<file path="src/rtl/fsm_mon_pkg.sv">
// fsm_mon_pkg: shared types, default legal-state mask and saturating increment for the FSM trace monitor
package fsm_mon_pkg;
  typedef enum logic [1:0] {RD_IDLE, RD_LOOK, RD_ACK} rd_state_t;
  localparam logic [15:0] DEF_LEGAL_MASK = 16'h007E;
  function automatic logic [31:0] sat_inc(input logic [31:0] v, input logic [31:0] lim);
    return (v >= lim) ? v : v + 32'd1;
  endfunction
endpackage

</file>
<file path="src/rtl/sat_counter.sv">
// sat_counter: saturating up-counter; ports clk, rst, clr (sync clear), en (count), q (value)
module sat_counter
  import fsm_mon_pkg::*;
#(
  parameter int CW = 8
) (
  input  logic          clk,
  input  logic          rst,
  input  logic          clr,
  input  logic          en,
  output logic [CW-1:0] q
);
  always_ff @(posedge clk)
    q <= (rst || clr) ? '0 : en ? CW'(sat_inc(32'(q), 32'({CW{1'b1}}))) : q;
endmodule

</file>
<file path="src/rtl/fsm_trace_monitor.sv">
// fsm_trace_monitor: passive state-bus observer; ports clk, rst, st_valid/st (sample), clear, rd_req/rd_idx/rd_ack/rd_count (count readback), visited, illegal, stuck, trans_cnt
module fsm_trace_monitor
  import fsm_mon_pkg::*;
#(
  parameter int                 SW         = 4,
  parameter int                 CW         = 8,
  parameter logic [2**SW-1:0]   LEGAL_MASK = DEF_LEGAL_MASK,
  parameter int                 STUCK_LIM  = 8
) (
  input  logic             clk,
  input  logic             rst,
  input  logic             st_valid,
  input  logic [SW-1:0]    st,
  input  logic             clear,
  input  logic             rd_req,
  input  logic [SW-1:0]    rd_idx,
  output logic             rd_ack,
  output logic [CW-1:0]    rd_count,
  output logic [2**SW-1:0] visited,
  output logic             illegal,
  output logic             stuck,
  output logic [CW-1:0]    trans_cnt
);
  localparam int N  = 2**SW;
  localparam int HW = $clog2(STUCK_LIM + 1);
  logic [SW-1:0] prev, idx;
  logic          prev_vld, samp, entry, trans;
  logic [HW-1:0] hold, hold_nxt;
  logic [CW-1:0] cnt [N];
  rd_state_t     rd_state, rd_nxt;
  // clear wins over a same-cycle sample, so the sample is simply dropped
  always_comb begin
    samp     = st_valid && !clear;
    entry    = samp && (!prev_vld || st != prev);
    trans    = entry && prev_vld;
    hold_nxt = entry ? HW'(1) : HW'(sat_inc(32'(hold), STUCK_LIM));
  end
  always_ff @(posedge clk) begin
    if (rst || clear) begin
      prev     <= '0;
      prev_vld <= 1'b0;
      hold     <= '0;
      visited  <= '0;
      illegal  <= 1'b0;
      stuck    <= 1'b0;
    end else if (samp) begin
      prev         <= st;
      prev_vld     <= 1'b1;
      hold         <= hold_nxt;
      visited[st]  <= 1'b1;
      illegal      <= illegal | !LEGAL_MASK[st];
      stuck        <= stuck | (32'(hold_nxt) >= STUCK_LIM);
    end
  end
  for (genvar i = 0; i < N; i++) begin : g_cnt
    sat_counter #(.CW(CW)) u_cnt (
      .clk (clk),
      .rst (rst),
      .clr (clear),
      .en  (entry && st == SW'(i)),
      .q   (cnt[i])
    );
  end
  sat_counter #(.CW(CW)) u_trans (
    .clk (clk),
    .rst (rst),
    .clr (clear),
    .en  (trans),
    .q   (trans_cnt)
  );
  always_comb
    rd_nxt = (rd_state == RD_IDLE) ? (rd_req ? RD_LOOK : RD_IDLE) :
             (rd_state == RD_LOOK) ? RD_ACK : RD_IDLE;
  // read FSM ignores clear; rd_count samples the registered count, i.e. before any same-cycle update
  always_ff @(posedge clk) begin
    rd_state <= rst ? RD_IDLE : rd_nxt;
    idx      <= (rd_state == RD_IDLE && rd_req) ? rd_idx : idx;
    rd_count <= rst ? '0 : (rd_state == RD_LOOK) ? cnt[idx] : rd_count;
  end
  assign rd_ack = (rd_state == RD_ACK);
endmodule

</file>
<file path="config.mk">
export PLATFORM = sky130hd
export DESIGN_NAME = fsm_trace_monitor
export DESIGN_NICKNAME = d
export VERILOG_FILES = /design/src/rtl/fsm_mon_pkg.sv /design/src/rtl/sat_counter.sv /design/src/rtl/fsm_trace_monitor.sv
export SDC_FILE = /design/constraint.sdc
export NUM_CORES = 1
export LEC_CHECK = 0
export ABC_AREA = 0
export CAP_MARGIN = 20
export CORE_UTILIZATION = 37
export CTS_CLUSTER_DIAMETER = 50
export CTS_CLUSTER_SIZE = 14
export DETAILED_ROUTE_END_ITERATION = 12
export DONT_BUFFER_PORTS = 1
export PLACE_DENSITY = 0.62
export SLEW_MARGIN = 20
export SYNTH_ARGS = -nofsm -noshare
export SYNTH_HDL_FRONTEND = slang
export SYNTH_HIERARCHICAL = 1
export SYNTH_SLANG_ARGS = --single-unit
</file>
<file path="constraint.sdc">
create_clock -name clk -period 3.79 [get_ports clk]
set_input_delay 0.5685 -clock clk [delete_from_list [all_inputs] [get_ports clk]]
set_output_delay 0.5685 -clock clk [all_outputs]
set_load 0.1 [all_outputs]
</file>
### After elaboration in Yosys (flattened, before gate mapping)

Memory sizes are Yosys's and may differ from the RTL's.
Cells that the tools add are included.

* $add $sub $neg: 18
* multiply operators: 0
* div/mod/pow operators: 0
* order comparisons: 22
* equal/unequal tests: 18
* shift-type cells: 0
* multiplexer cells: 11
* bitwise gates (word level): 21
* reduce and logical (&&, ||, !) cells: 45

Operators by type and width (count)
* $add 8x1->8 const B: 17
* $ge 8x8->1 const B: 17
* $reduce_and 2->1: 17
* $bmux 8 s4: 1
* $eq 4x4->1 const B: 8
* $logic_and 1x1->1: 21
* $not 1->1: 17
* $eq 4x3->1 const B: 4
* $mux 8: 2
* $or 16x16->16: 1
* $eq 4x2->1 const B: 2
* $ge 4x4->1 const B: 2
* $mux 4: 2
* $ge 5x5->1 const B: 1
* $lt 4x5->1 const B: 1
* $not 4->5: 1
* $add 4x1->4 const B: 1
* $demux 1 s4: 1
* $eq 4x1->1 const B: 1
* $ge 4x1->1 const B: 1
* $logic_not 4->1: 1
* $mux 2: 2
* $ne 4x4->1: 1
* $logic_not 1->1: 3
* 6 further kinds: 10

* register bits: 177
* bits in latches: 0
* memory bits (writable): 0
* memory bits (read-only): 16
* input bits: 13
* logic and storage cells: 162
* memories: 1

Memory list
* (no name shown): words 16, bits a word 1, rd ports 1, clocked after Yosys merged registers in 0, write ports 0, RTL line fsm_trace_monitor.sv:51 `illegal <= illegal | !LEGAL_MASK[st];`

### Logic depth before layout (Yosys ltp)

* word-level depth: 6
* depth in mapped cells: 9
* depth with buffers taken out: 7

### Modules after synthesis

The synthesis kept the hierarchy.

By module, submodules not included
* sat_counter: instances 17, cells each 49, area each 425.4 sq um, sequential area each 160.2 sq um
* fsm_trace_monitor: instances 1, cells each 258, area each 2718.9 sq um, sequential area each 860.8 sq um

### Least setup slack after synthesis

Ideal clock, no wire load.

* kind: input to register
* start: input port st[3]
* end: register g_cnt[2].u_cnt.q[6]
* library setup time: 115 ps
* arrival: 2653 ps
* required time: 3675 ps
* slack: 1021 ps
* stages on the path: 7
* path buffers: 1
* path through: buf_2 > nor3b_1 > or2b_1 > nor3_1 > nand3_2 > or4_1 > and3_1

* word-level cells in the longest chain between the ends: 5
* elaborated cells on any way between the ends: 6
* classes of those cells: eq/ne (2); reduce/logical (4)

Ends and longest elaborated chain
* start: declaration: RTL line fsm_trace_monitor.sv:13 `input logic [SW-1:0] st,`
* $ne 4x4->1: RTL line fsm_trace_monitor.sv:34 `entry = samp && (!prev_vld || st != prev);`
* $logic_or 1x1->1: RTL line fsm_trace_monitor.sv:34
* $logic_and 1x1->1: RTL line fsm_trace_monitor.sv:34
* $logic_and 1x1->1 (*): RTL line fsm_trace_monitor.sv:60 `.en (entry && st == SW'(i)),`
* $reduce_and 2->1 (no line) (*)
* end signal: assignment: RTL line sat_counter.sv:14 `q <= (rst || clr) ? '0 : en ? CW'(sat_inc(32'(q), 32'({CW{1'b1}}))) : q;`
* end: declaration: RTL line sat_counter.sv:11 `output logic [CW-1:0] q`

Every way passes the cells marked *; elsewhere a longest branch is shown, timed or not.
A chain may end at the register's enable or synchronous reset.

### Final worst setup path

* start: register prev[3]
* end: register g_cnt[1].u_cnt.q[6]

* word-level cells in the longest chain between the ends: 5

Ends and longest elaborated chain
* start: declaration: RTL line fsm_trace_monitor.sv:26 `logic [SW-1:0] prev, idx;`
* start signal: assignment: RTL line fsm_trace_monitor.sv:47 `prev <= st;`
* $ne 4x4->1: RTL line fsm_trace_monitor.sv:34
* $logic_or 1x1->1: RTL line fsm_trace_monitor.sv:34
* $logic_and 1x1->1: RTL line fsm_trace_monitor.sv:34
* $logic_and 1x1->1: RTL line fsm_trace_monitor.sv:60
* $reduce_and 2->1 (no line)
* end signal: assignment: RTL line sat_counter.sv:14
* end: declaration: RTL line sat_counter.sv:11

No other way between the ends.

==> impl_metrics.tcl <==
set metrics [dict create \
    place.gp.congestion 0.828 \
    drtAntennaViolNets 0 \
    cts_root_buffer "clkbuf_16" \
    num_rows 59 \
    cts.repair.resized 0 \
    violations "DRC" \
    path_clk_slew_ns 0.09 \
    setup_slack_ns 0.887 \
    synth_cells 1091 \
    finalClockSkew_ns 0.0216 \
    synth_cell_types 56 \
    p_comb_share_pct 3.9 \
    relSlewSlack_pct 25.4 \
    ys_seq_area_share_pct 36.0 \
    die_area_sq_um 27600 \
    crit_type "reg2reg" \
    wl_met3_microns 1450 \
    cts_tree "done" \
    fin_area_sq_um 10900 \
    core_area_sq_um 26200 \
    cts_made_buffers 17 \
    cts_setup_buffers 0 \
    synth_common_cells "173 x dfxtp_1, 125 x nand2_1, 98 x a21oi_1" \
    synthTopCellsByArea "dfxtp_1 35%, mux4_2 6.8%, mux2i_1 5.5%" \
    area_growth_pct 9.90 \
    hold_path_class "in2reg" \
    period_share_pct 76.6 \
    dp_hpwl_microns 17800 \
    drt-wirelength-per-cell_microns 17.4 \
    dr.pass1.iters 8 \
    htreeDepth 4 \
    arrival_ns 3.24 \
    synth_top_area_share_pct 34.8 \
    fillers 2510 \
    synth_warnings 6 \
    power_per_cell_area_nw_per_um2 358 \
    io-pin-count 48 \
    cts_max_path_buffers 2 \
    cts.sinks 177 \
    postSynthAreaPerCell_sq_um 9.12 \
    die_y_microns 166 \
    layout-drive-gt1-share_pct 13.9 \
    period_needed_ns 2.90 \
    holdBufCountCts 0 \
    cp-start-kind "register" \
    maxSlewViolCount 0 \
    peakVddDrop_mv 0.330 \
    fmax_ghz 0.344 \
    synth_edf_count 4 \
    viasPerCell 5.91 \
    grt_pass1_wl_microns 41300 \
    internal_power_mw 2.90 \
    ys.flop_type "dfxtp_1" \
    yosysMostFrequentCell "dfxtp_1" \
    finalPower_mw 3.92 \
    setup_viol 0 \
    seqPwrFrac_pct 48.5 \
    maxCapViolCount 0 \
    ys_ff_latch 177 \
    grt_pass1_vias 7932 \
    syn_area_sq_um 9950 \
    die_w_microns 166 \
    drcViolationCount 2 \
    hold_viol 0 \
    m1WireLength_microns 11800 \
    endpoint_kind "register" \
    fin_setup_tns_ns 0 \
    routed_wl_microns 25100 \
    pwr-share-clk_pct 47.6 \
    path_max_fanout 19 \
    vias 8512 \
    fin_nets 1122 \
    synth_top_cell_by_area "dfxtp_1" \
    worst_slew_pin_slew_ns 1.12 \
    start_util_pct 38.0 \
    place_area_sq_um 10300 \
    portBuffers 0 \
    clock_latency_ns 0.45 \
    grt_use_total_pct 18.5 \
    worstPathRequired_ns 4.13 \
    grt.overflow.total 0 \
    antenna_found_initial 3 \
    holdWs_ns 0.219 \
    grt_max_degree 58 \
    seq_area_sq_um 3580 \
    met2_length_microns 11500 \
    drtIter0Drc 578 \
    multi_input_area_sq_um 6070 \
    dr.max_layer_used "met5" \
    swShare_pct 26.0 \
    p_leak_nw 3.57 \
    grt_setup_unrepaired "no" \
    synth_nets 1123 \
    async_flop_share_pct 0 \
    pre_cts_slack_ns 0.696 \
    outcome "finished with violations" \
    p_sw_mw 1.02 \
]
[worst max-delay path: stages (launching register included)]
cell	delay, ns
dfxtp_1	0.33
o2111ai_1	0.49
nor2_4	0.20
nor3_1	0.89
nand3_2	0.19
or4_1	0.49
and3_1	0.19
[cells in the final DEF (no fill, tap or decap), types with 18 or more instances in the layout]
cell | Yosys | routed
dfxtp_1 | 173 | 173
and3_1 | 19 | 19
nand4_1 | 34 | 34
nor2_1 | 44 | 43
ha_1 | 19 | 19
mux2i_1 | 55 | 55
a2111o_1 | 18 | 18
nand3_1 | 23 | 23
nor4_1 | 22 | 22
nor3_1 | 29 | 29
o21ai_0 | 59 | 59
inv_1 | 25 | 25
a311oi_1 | 18 | 18
a211oi_1 | 18 | 18
a21oi_1 | 98 | 98
or3_1 | 19 | 19
nand2_1 | 125 | 125
mux4_2 | 30 | 30
[routing by layer]
| metal | track usage [%] | up-vias |
|---|---|---|
| li1 | - | 4250 |
| met4 | 5.77 | 2 |
| met3 | 4.55 | 28 |
| met1 | 24.5 | 4043 |
| met5 | 0 | - |
| met2 | 29.5 | 189 |
[cell families (layout without fill, tap and decap cells)]
kind of cell / count (synthesis) / after routing / share of synthesized area, %
buffers and inverters: 62 / 74 / 2.98
flip-flops: 177 / 177 / 36.0
other: 0 / 2 / 0
XOR/XNOR: 1 / 1 / 0.0880
AND/OR/NAND/NOR: 462 / 462 / 27.6
AO/OA/AOI/OAI: 285 / 285 / 18.6
multiplexers: 85 / 85 / 12.3
adder cells (fa/ha/maj): 19 / 19 / 2.39
[power by group through the flow]
| stage | combinational (mW) | clock [mW] | sequential (mW) |
|---|---|---|---|
| final | 0.153 | 1.87 | 1.90 |
| after global routing | 0.168 | 1.99 | 1.90 |
| after CTS | 0.154 | 1.92 | 1.90 |
| after detailed placement | 0.153 | 0 | 1.94 |
| after global placement | 0.153 | 0 | 1.94 |
| after floorplan | 0.140 | 0 | 1.93 |
[through the flow]
stage,util (%),cells
finish,41.7,1440
global route,41.7,1438
CTS,41.7,1438
detailed placement,39.3,1406
global placement,39.3,1406
floorplan,-,1091
[worst paths after layout]
kind                         end      start  depth (start not counted)  slack, ns
min                       idx[1]  rd_idx[1]                          0       0.22
max reg2reg  g_cnt[1].u_cnt/q[6]    prev[3]                          6       0.89
min reg2reg              hold[2]    hold[2]                          2       0.50
max          g_cnt[1].u_cnt/q[6]    prev[3]                          6       0.89
[cell type report]
cell class / instances / area share (%)
Multi-Input combinational cell: 852 / 55.5
Sequential cell: 177 / 32.8
Clock buffer: 17 / 3.89
Tap cell: 335 / 3.83
Clock inverter: 15 / 1.90
Timing Repair Buffer: 17 / 1.17
Inverter: 25 / 0.858
Antenna cell: 2 / 0.0458
[flip-flops by register name (all words and copies together), names as in the netlist]
name,flops
g_cnt.u_cnt/q,128
visited,16
rd_count,8
u_trans/q,8
hold,4
idx,4
prev,4
rd_state,2
illegal,1
prev_vld,1
stuck,1
Note: power is estimated with default switching activity, not from simulation.
